## config.mk

```make
export PLATFORM = sky130hd
export DESIGN_NAME = if_stage
export DESIGN_NICKNAME = d
export VERILOG_FILES = /design/src/rtl/mips_pkg.sv /design/src/rtl/if_skid_buf.sv /design/src/rtl/if_stage.sv
export SDC_FILE = /design/constraint.sdc
export NUM_CORES = 1
export LEC_CHECK = 0
export ABC_CLOCK_PERIOD_IN_PS = 6000
export CAP_MARGIN = 40
export CORE_ASPECT_RATIO = 1.75
export CORE_MARGIN = 5
export CORE_UTILIZATION = 50
export DETAILED_ROUTE_END_ITERATION = 16
export MAX_ROUTING_LAYER = met4
export PLACE_DENSITY = 0.78
export SYNTH_ARGS = -nofsm -noshare
export SYNTH_HDL_FRONTEND = slang
export SYNTH_SLANG_ARGS = --single-unit
```

## constraint.sdc

```tcl
create_clock -name clk -period 6 [get_ports clk]
set_clock_uncertainty 0.2 [all_clocks]
set_input_delay 1.8 -clock clk [delete_from_list [all_inputs] [get_ports clk]]
set_output_delay 1.8 -clock clk [all_outputs]
set_load 0.05 [all_outputs]
```

## src/rtl/mips_pkg.sv

```systemverilog
// Shared MIPS core definitions: instruction encodings, register-field positions
// and the fetch FSM state type.
package mips_pkg;

    localparam logic [31:0] NOP_INSTR        = 32'h0000_0000;
    localparam logic [31:0] RESET_VECTOR_DEF = 32'h0000_0000;

    localparam int RS_MSB = 25;
    localparam int RS_LSB = 21;
    localparam int RT_MSB = 20;
    localparam int RT_LSB = 16;

    typedef enum logic [1:0] {
        IDLE  = 2'd0,
        FETCH = 2'd1,
        WAIT  = 2'd2
    } if_state_t;

endpackage

```

## src/rtl/if_skid_buf.sv

```systemverilog
// One-entry holding register for an instruction fetched while decode is stalled.
// Clear has priority over load.
module if_skid_buf
    import mips_pkg::*;
#(
    parameter int ADDR_W = 32
) (
    input  logic              clk,
    input  logic              rst,
    input  logic              load,
    input  logic              clear,
    input  logic [31:0]       instr_in,
    input  logic [ADDR_W-1:0] pc4_in,
    output logic              full,
    output logic [31:0]       instr,
    output logic [ADDR_W-1:0] pc4
);

    always_ff @(posedge clk) begin
        if (rst || clear) begin
            full  <= 1'b0;
            instr <= NOP_INSTR;
            pc4   <= '0;
        end else if (load) begin
            full  <= 1'b1;
            instr <= instr_in;
            pc4   <= pc4_in;
        end
    end

endmodule

```

## src/rtl/if_stage.sv

```systemverilog
// Instruction fetch stage with IF/ID pipeline register, imem req/ack handshake,
// load-use hold and branch/jump redirect with flush.
//
// state | meaning
// IDLE  | first cycle after reset; no request, any ack ignored
// FETCH | request at pc (suppressed while the skid buffer is full)
// WAIT  | request outstanding; req/addr held until ack
module if_stage
    import mips_pkg::*;
#(
    parameter int                ADDR_W       = 32,
    parameter logic [ADDR_W-1:0] RESET_VECTOR = ADDR_W'(RESET_VECTOR_DEF)
) (
    input  logic              clk,
    input  logic              rst,
    input  logic              bubble,
    input  logic              redirect,
    input  logic [ADDR_W-1:0] redirect_pc,
    output logic              imem_req,
    output logic [ADDR_W-1:0] imem_addr,
    input  logic              imem_ack,
    input  logic [31:0]       imem_rdata,
    output logic [31:0]       if_id_instr,
    output logic [ADDR_W-1:0] if_id_pc4,
    output logic              if_id_valid,
    output logic [4:0]        id_rs,
    output logic [4:0]        id_rt
);

    localparam logic [ADDR_W-1:0] ALIGN_MASK = ~ADDR_W'(3);

    if_state_t         state_q, state_d;
    logic [ADDR_W-1:0] pc_q, pc_d, addr_q, pc_plus4;
    logic              drop_q, drop_d;
    logic [31:0]       instr_q, instr_d;
    logic [ADDR_W-1:0] pc4_q, pc4_d;
    logic              valid_q, valid_d;
    logic              skid_full, skid_load, skid_clear;
    logic [31:0]       skid_instr;
    logic [ADDR_W-1:0] skid_pc4;
    logic              take, good;

    assign pc_plus4  = pc_q + ADDR_W'(4);
    assign imem_req  = ((state_q == FETCH) && !skid_full) || (state_q == WAIT);
    assign imem_addr = (state_q == WAIT) ? addr_q : pc_q;
    assign take      = imem_req && imem_ack;
    // an ack for a request issued before a redirect carries a stale instruction
    assign good      = take && !drop_q;

    always_comb begin
        state_d    = state_q;
        pc_d       = pc_q;
        drop_d     = drop_q;
        instr_d    = instr_q;
        pc4_d      = pc4_q;
        valid_d    = valid_q;
        skid_load  = 1'b0;
        skid_clear = 1'b0;

        case (state_q)
            IDLE:    state_d = FETCH;
            FETCH:   if (imem_req && !imem_ack) state_d = WAIT;
            WAIT:    if (imem_ack) state_d = FETCH;
            default: state_d = IDLE;
        endcase

        if (take) drop_d = 1'b0;

        if (redirect) begin
            pc_d       = redirect_pc & ALIGN_MASK;
            instr_d    = NOP_INSTR;
            pc4_d      = '0;
            valid_d    = 1'b0;
            skid_clear = 1'b1;
            if (imem_req && !imem_ack) drop_d = 1'b1;
        end else if (bubble) begin
            if (good) skid_load = 1'b1;
        end else if (skid_full) begin
            instr_d    = skid_instr;
            pc4_d      = skid_pc4;
            valid_d    = 1'b1;
            skid_clear = 1'b1;
            pc_d       = pc_plus4;
        end else if (good) begin
            instr_d = imem_rdata;
            pc4_d   = pc_plus4;
            valid_d = 1'b1;
            pc_d    = pc_plus4;
        end
    end

    always_ff @(posedge clk) begin
        if (rst) begin
            state_q <= IDLE;
            pc_q    <= RESET_VECTOR & ALIGN_MASK;
            addr_q  <= '0;
            drop_q  <= 1'b0;
            instr_q <= NOP_INSTR;
            pc4_q   <= '0;
            valid_q <= 1'b0;
        end else begin
            state_q <= state_d;
            pc_q    <= pc_d;
            drop_q  <= drop_d;
            instr_q <= instr_d;
            pc4_q   <= pc4_d;
            valid_q <= valid_d;
            if ((state_q == FETCH) && imem_req && !imem_ack) addr_q <= pc_q;
        end
    end

    if_skid_buf #(.ADDR_W(ADDR_W)) u_skid (
        .clk      (clk),
        .rst      (rst),
        .load     (skid_load),
        .clear    (skid_clear),
        .instr_in (imem_rdata),
        .pc4_in   (pc_plus4),
        .full     (skid_full),
        .instr    (skid_instr),
        .pc4      (skid_pc4)
    );

    assign if_id_instr = instr_q;
    assign if_id_pc4   = pc4_q;
    assign if_id_valid = valid_q;
    assign id_rs       = instr_q[RS_MSB:RS_LSB];
    assign id_rt       = instr_q[RT_MSB:RT_LSB];

endmodule

```

==> results.toml, run 1 <==
[sta]
timing.fmax_mhz = 217
period_needed_ps = 4610
finalSetupTns_ps = 0
worst_slew_pin_slew_ps = 948
finalMaxSlewViolations = 0
slew_headroom_pct = 36.3
hold_viol_final = 0
fin_crit_sh_pct = 76.9
final-setup-viol-count = 0
rsz0062_at_grt = "no"

[worst_hold_path]
hold_class = "flip-flop to flip-flop"
worstHoldPathCells = 2
hold_start = "u_skid.pc4[31]"

[clock_network]
holdBufCountCts = 0
cts_tree = "done"
cts-resized-gates = 0
post_cts_buffers = 0
clock-sinks = 189
root_buffer = "clkbuf_16"
clock_latency_ps = 430
clkTransAtPathRegs_ps = 70
htree_levels = 4
cts_made_buffers = 17
cts_buffer_depth = 2

[synth]
synth_cell_type_count = 51
yosysSeqAreaShare_pct = 43.6
yosys_warnings = 0
async_flop_share_pct = 0
post_synth_inst_count = 1105
synth_area_um2 = 8680
synth_edf_count = 0
synth_area_leader_cell = "dfxtp_1"
yosys_register_bits = 189
synth.avg_cell_area_um2 = 7.86
yosys-top-cells-area = "dfxtp_1, nand2_1, a21oi_1, a211oi_1, nor2_1"
synth_top_area_share_pct = 43.6
synth_ff_type = "dfxtp_1"

[power_and_ir_drop]
peakVddDrop_uv = 151
power.density_nw_per_um2 = 263
power.leakage_uw = 0.00369
clkPwrFrac_pct = 39.7
pwr-share-seq_pct = 46.2
p_sw_uw = 815
switching_share_pct = 28.2
combPwrFrac_pct = 14.1
p_int_uw = 2070

[floorplan]
die_w_um = 110
die_h_um = 184
core_area_um2 = 17000
rows = 63
start_util_pct = 51.0
die_area_um2 = 20200
ios = 177

[placed_design]
gp_congestion = 0.882
dpl.hpwl_mm = 16.0
dp.cells = 1401
port-buffer-count = 170

[setup_path]
arrival_ps = 4750
cp_max_fo = 31
required_ps = 6140
cp-start-kind = "input port"
r2r_cells = 7
crit_path_end_kind = "flip-flop"
r2r-start = "u_skid.full"
setup.worst_path.start = "imem_ack"
crit_type = "input port to flip-flop"

[route]
firstDrtPassIters = 7
vias = 8028
final_antenna_net_count = 0
drt_wl_total_mm = 23.4
remaining_drc_errors = 0
drt-initial-drc-count = 466
wire_per_inst_um = 16.3
via_per_inst = 5.60

[global_routing]
overflow = 0
grt_max_degree = 65
grt_pass1_wl_mm = 38.0
grt_pass1_vias = 7664
antenna_found_initial = 0
groute.usage.overall_pct = 24.0

[final_layout]
n_antenna_cell = 0
finalNonFillerCells = 1433
drive_gt1_share_pct = 5.80
fin_nets = 1263
area_growth_pct = 26.6

[run]
cap_violations = 0

[run_status]
status = "finished, final reports clean"
-- layout make-up --
| class | instances | area [um2] |
|---|---|---|
| timing repair buffer | 187 | 1920 |
| clock inverter | 13 | 154 |
| multi-input combinational | 791 | 4390 |
| clock buffer | 19 | 443 |
| sequential | 189 | 3780 |
| tap | 227 | 284 |
| inverter | 7 | 26.3 |
| fill | 1476 | 6030 |
-- metrics by stage --
stage / power, uW / hold WS (ps) / area [um2] / worst slack [ps] / utilization (%)
6_report: 2890 / 249 / 11000 / 1390 / 64.6
3_5_place_dp: 1770 / 237 / 10400 / 989 / 61.1
2_1_floorplan: 1620 / 217 / 8690 / 2260 / -
5_1_grt: 3000 / 269 / 11000 / 1260 / 64.6
4_1_cts: 2910 / 253 / 11000 / 1430 / 64.6
3_3_place_gp: 1760 / 227 / 10300 / 1010 / 60.5
-- sequential cells by signal (all words and copies together) (netlist names), named ones only --
register and cells:
state_q 2, addr_q 30, u_skid.instr 32, pc_q 30
if_id_valid 1, u_skid.pc4 30, u_skid.full 1, if_id_instr 32
if_id_pc4 30
-- power by group through the flow --
stage	sequential, uW	combinational (uW)	clock (uW)
2_1_floorplan	1360	259	0
5_1_grt	1340	437	1220
3_3_place_gp	1360	398	0
3_5_place_dp	1360	406	0
4_1_cts	1330	408	1170
6_report	1340	407	1150
-- kinds of logic (layout without fill, tap and decap cells) --
logic type / count (synthesis) / after routing / synth area share (%)
AOI/OAI and AO/OA: 251 / 251 / 18.2
muxes: 33 / 33 / 3.80
and+or+nand+nor: 456 / 456 / 23.1
buffers and inverters: 128 / 226 / 6.47
DFF: 189 / 189 / 43.6
other: 1 / 4 / 0.0432
xor gates and xnor gates: 46 / 46 / 4.64
adders and majority gates: 1 / 1 / 0.144
-- per-layer routing --
layer / GRT usage [%] / part of all wire, % / up-vias
li1: - / - / 3972
met1: 27.4 / 40 / 3732
met2: 41.1 / 52 / 273
met3: 3.01 / 4.2 / 51
met4: 11.3 / 3.8 / 0
met5: - / 0 / -
-- cells in the mapped netlist (5+ instances only) --
library cell  instances
nor4_1               13
a31o_2                6
nor2_1               94
a21oi_1             102
or3_1                 7
xor2_1               17
a211oi_1             65
buf_4                14
xnor2_1              29
nand4_1              13
or4_1                 5
inv_1                 7
nand3_1              18
dfxtp_1             189
o21ai_0              30
clkbuf_1             83
and3_1               18
buf_2                16
nor3_1               16
a311oi_1              8
nand2_1             248
mux2i_1              33
buf_1                 6
o22ai_1              13
-- layout by cell type, fill, tap and decap left out, types with 3 or more instances in the layout --
| cell | instances |
|---|---|
| inv_1 | 7 |
| a211oi_1 | 65 |
| xor2_1 | 17 |
| o211ai_1 | 3 |
| o31a_1 | 4 |
| o22ai_1 | 13 |
| nand4_1 | 13 |
| clkinvlp_4 | 4 |
| inv_6 | 4 |
| nor2_1 | 93 |
| or4_1 | 5 |
| buf_4 | 11 |
| nor3_1 | 15 |
| or3_1 | 7 |
| o31ai_1 | 3 |
| xnor2_1 | 29 |
| mux2i_1 | 33 |
| and2_1 | 4 |
| and4_1 | 4 |
| o21ai_0 | 29 |
| dfxtp_1 | 188 |
| nand2_1 | 248 |
| nor4_1 | 13 |
| nand2b_1 | 4 |
| conb_1 | 4 |
| a21oi_1 | 102 |
| clkdlybuf4s50_1 | 169 |
| nor3b_1 | 3 |
| clkbuf_16 | 17 |
| and3_1 | 18 |
| a311oi_1 | 8 |
| buf_16 | 3 |
| a31o_2 | 6 |
| a2111oi_0 | 4 |
| nand3_1 | 18 |
-- final timing paths --
| check | endpoint | slack [ps] |
|---|---|---|
| max | pc_q[28] | 1390 |
| min | u_skid.pc4[31] | 250 |
| max reg2reg | pc_q[24] | 2590 |
| min reg2reg | u_skid.pc4[31] | 250 |
-- critical path: stages --
cell             delay, ps
clkdlybuf4s50_1        610
inv_1                  100
o31a_1                 550
or2_2                  650
buf_16                 270
or4_1                  500
a311oi_1               250
Note: power is estimated with default switching activity, not from simulation.
==> run 2, diff against run 1 <==
- ABC_CLOCK_PERIOD_IN_PS: 6000 -> 4320
- clock period: 6 -> 4.32 ns (I/O delays scaled with it)
==> run 2 against run 1 <==
Worst hold slack improved by 5.3 ps. Final cell count increased by 0.56%. Die area unchanged. Combinational power increased by 41%. Utilization increased by 0.12 points. Wire length increased by 0.16%. Global-route usage decreased by 0.053 points. Highest routed layer unchanged. Non-clock buffer count increased by 8. Count of clock-buffer cells in the layout increased by 1. Largest cell class unchanged. Sequential share of layout area decreased by 0.067 points. Setup slack got worse by 1100 ps. Via count increased by 0.25%.
==> results.toml, run 2 (same netlist as run 1, synthesis figures left out) <==
[floorplan]
die_area_um2 = 20200
rows = 63
start_util_pct = 51.0
core_area_um2 = 17000
die_w_um = 110
die_h_um = 184
ios = 177

[sta]
period_needed_ps = 4070
final-setup-viol-count = 0
rsz0062_at_grt = "no"
finalMaxSlewViolations = 0
slew_headroom_pct = 52.6
finalSetupTns_ps = 0
worst_slew_pin_slew_ps = 711
hold_viol_final = 0
timing.fmax_mhz = 246
fin_crit_sh_pct = 94.1

[global_routing]
antenna_found_initial = 0
grt_pass1_vias = 7706
groute.usage.overall_pct = 24.0
grt_max_degree = 83
grt_util_met1_pct = 27.6
met3_usage_pct = 3.54
grt_pass1_wl_mm = 38.2
grt.met2_usage_pct = 41.2
busiest_layer = "met2"
overflow = 0

[clock_network]
cts_buffer_depth = 2
holdBufCountCts = 0
clock_latency_ps = 420
root_buffer = "clkbuf_16"
post_cts_buffers = 0
cts_tree = "done"
cts-resized-gates = 0
cts_made_buffers = 17
clkTransAtPathRegs_ps = 70
htree_levels = 4
clock-sinks = 189

[setup_path]
path_delay_family = "buffers and inverters"
reg2reg_to = "if_id_pc4[8]"
r2r_slack_ps = 1210
cp_slowest_cell = "clkdlybuf4s50_1"
arrival_ps = 2570
worstPathCellList = "nor2b_2, buf_4, nand2_1, nand2_1, clkdlybuf4s50_1"
cp-start-kind = "flip-flop"
crit_top_cell = "nand2_1"
required_ps = 2820
cp_slowest_stage_delay_ps = 810
cp_max_fo = 29
crit_type = "flip-flop to output pin"
r2r-start = "u_skid.full"
worst-path-buf-inv = 2
r2r_cells = 8
crit_path_end_kind = "output pin"

[worst_hold_path]
min_to = "u_skid.instr[5]"
hold_class = "flip-flop to flip-flop"
hold_start = "u_skid.instr[5]"
worstHoldPathCells = 2

[route]
remaining_drc_errors = 0
via_per_inst = 5.59
final_antenna_net_count = 0
vias = 8048
drt_wl_total_mm = 23.5
wire_per_inst_um = 16.3
firstDrtPassIters = 5
drt-initial-drc-count = 440

[final_layout]
fillers = 1523
drive_gt1_share_pct = 6.34
area_growth_pct = 26.9
seqCellArea_um2 = 3780
layout_common_cells = "nand2_1, dfxtp_1, clkdlybuf4s50_1"
mostFrequentLayoutCell = "nand2_1"
n_antenna_cell = 0
final_area_um2 = 11000
fin_nets = 1271
multiInputGateArea_um2 = 4390

[placed_design]
dpl-instance-area_um2 = 10400
gp_congestion = 0.921
dpl.hpwl_mm = 16.3
port-buffer-count = 170

[run_status]
status = "finished, final reports clean"

[power_and_ir_drop]
total_power_uw = 3960
power.leakage_uw = 0.00371
peakVddDrop_uv = 245
power.density_nw_per_um2 = 359

[run]
cap_violations = 0
==> run 2: cell type report <==
class	instances	share of cell area (%)
clock inverters	12	1.17
multi-input cells	791	39.8
well taps	227	2.58
repair buffers	195	17.8
flip-flops and latches	189	34.4
clock buffers	20	4.05
inverters	7	0.238
==> run 2: where the power goes <==
group / leakage (uW) / internal, uW / total [uW] / switching [uW]
clock network: 0.000269 / 829 / 1530 / 706
logic: 0.00190 / 211 / 573 / 361
registers: 0.00153 / 1790 / 1850 / 61.3
total: 0.00371 / 2830 / 3960 / 1130
==> run 2: worst max-delay path by stage <==
stage	from	end	cells after the start	slack, ps
floorplan	u_skid.full	imem_req	2	1080
global placement	imem_ack	if_id_pc4[7]	7	430
detailed placement	imem_ack	if_id_pc4[8]	7	310
CTS	state_q[1]	imem_addr[12]	5	260
global route	state_q[1]	imem_addr[12]	5	100
finish	state_q[1]	imem_addr[9]	5	250
==> run 2: stage by stage <==
stage / hold WS (ps) / setup slack [ps] / utilization, % / cells
after detailed placement: 241 / 306 / 61.3 / 1409
after global routing: 272 / 104 / 64.7 / 1441
after CTS: 256 / 263 / 64.7 / 1441
after floorplan: 217 / 1080 / - / 1108
final: 255 / 255 / 64.7 / 1441
after global placement: 226 / 428 / 61.0 / 1406
==> run 2: worst reg2reg max path, delay by kind of cell (launching register included) <==
family,cells,cell delay (ps)
compound gates,3,920
buf+inv,4,1190
flops,1,330
simple gates,1,420
==> run 2: per-layer routing <==
metal  vias up  wire (um)
met5         -          0
met4         0        703
met3        37       1080
met1      3765       9300
met2       265      12400
li1       3981          -
==> run 3, diff against run 2 <==
- SKIP_LAST_GASP: unset -> 1
==> results of run 3 <==
No change in the layout: final DEF, timing and power equal those of run 2.
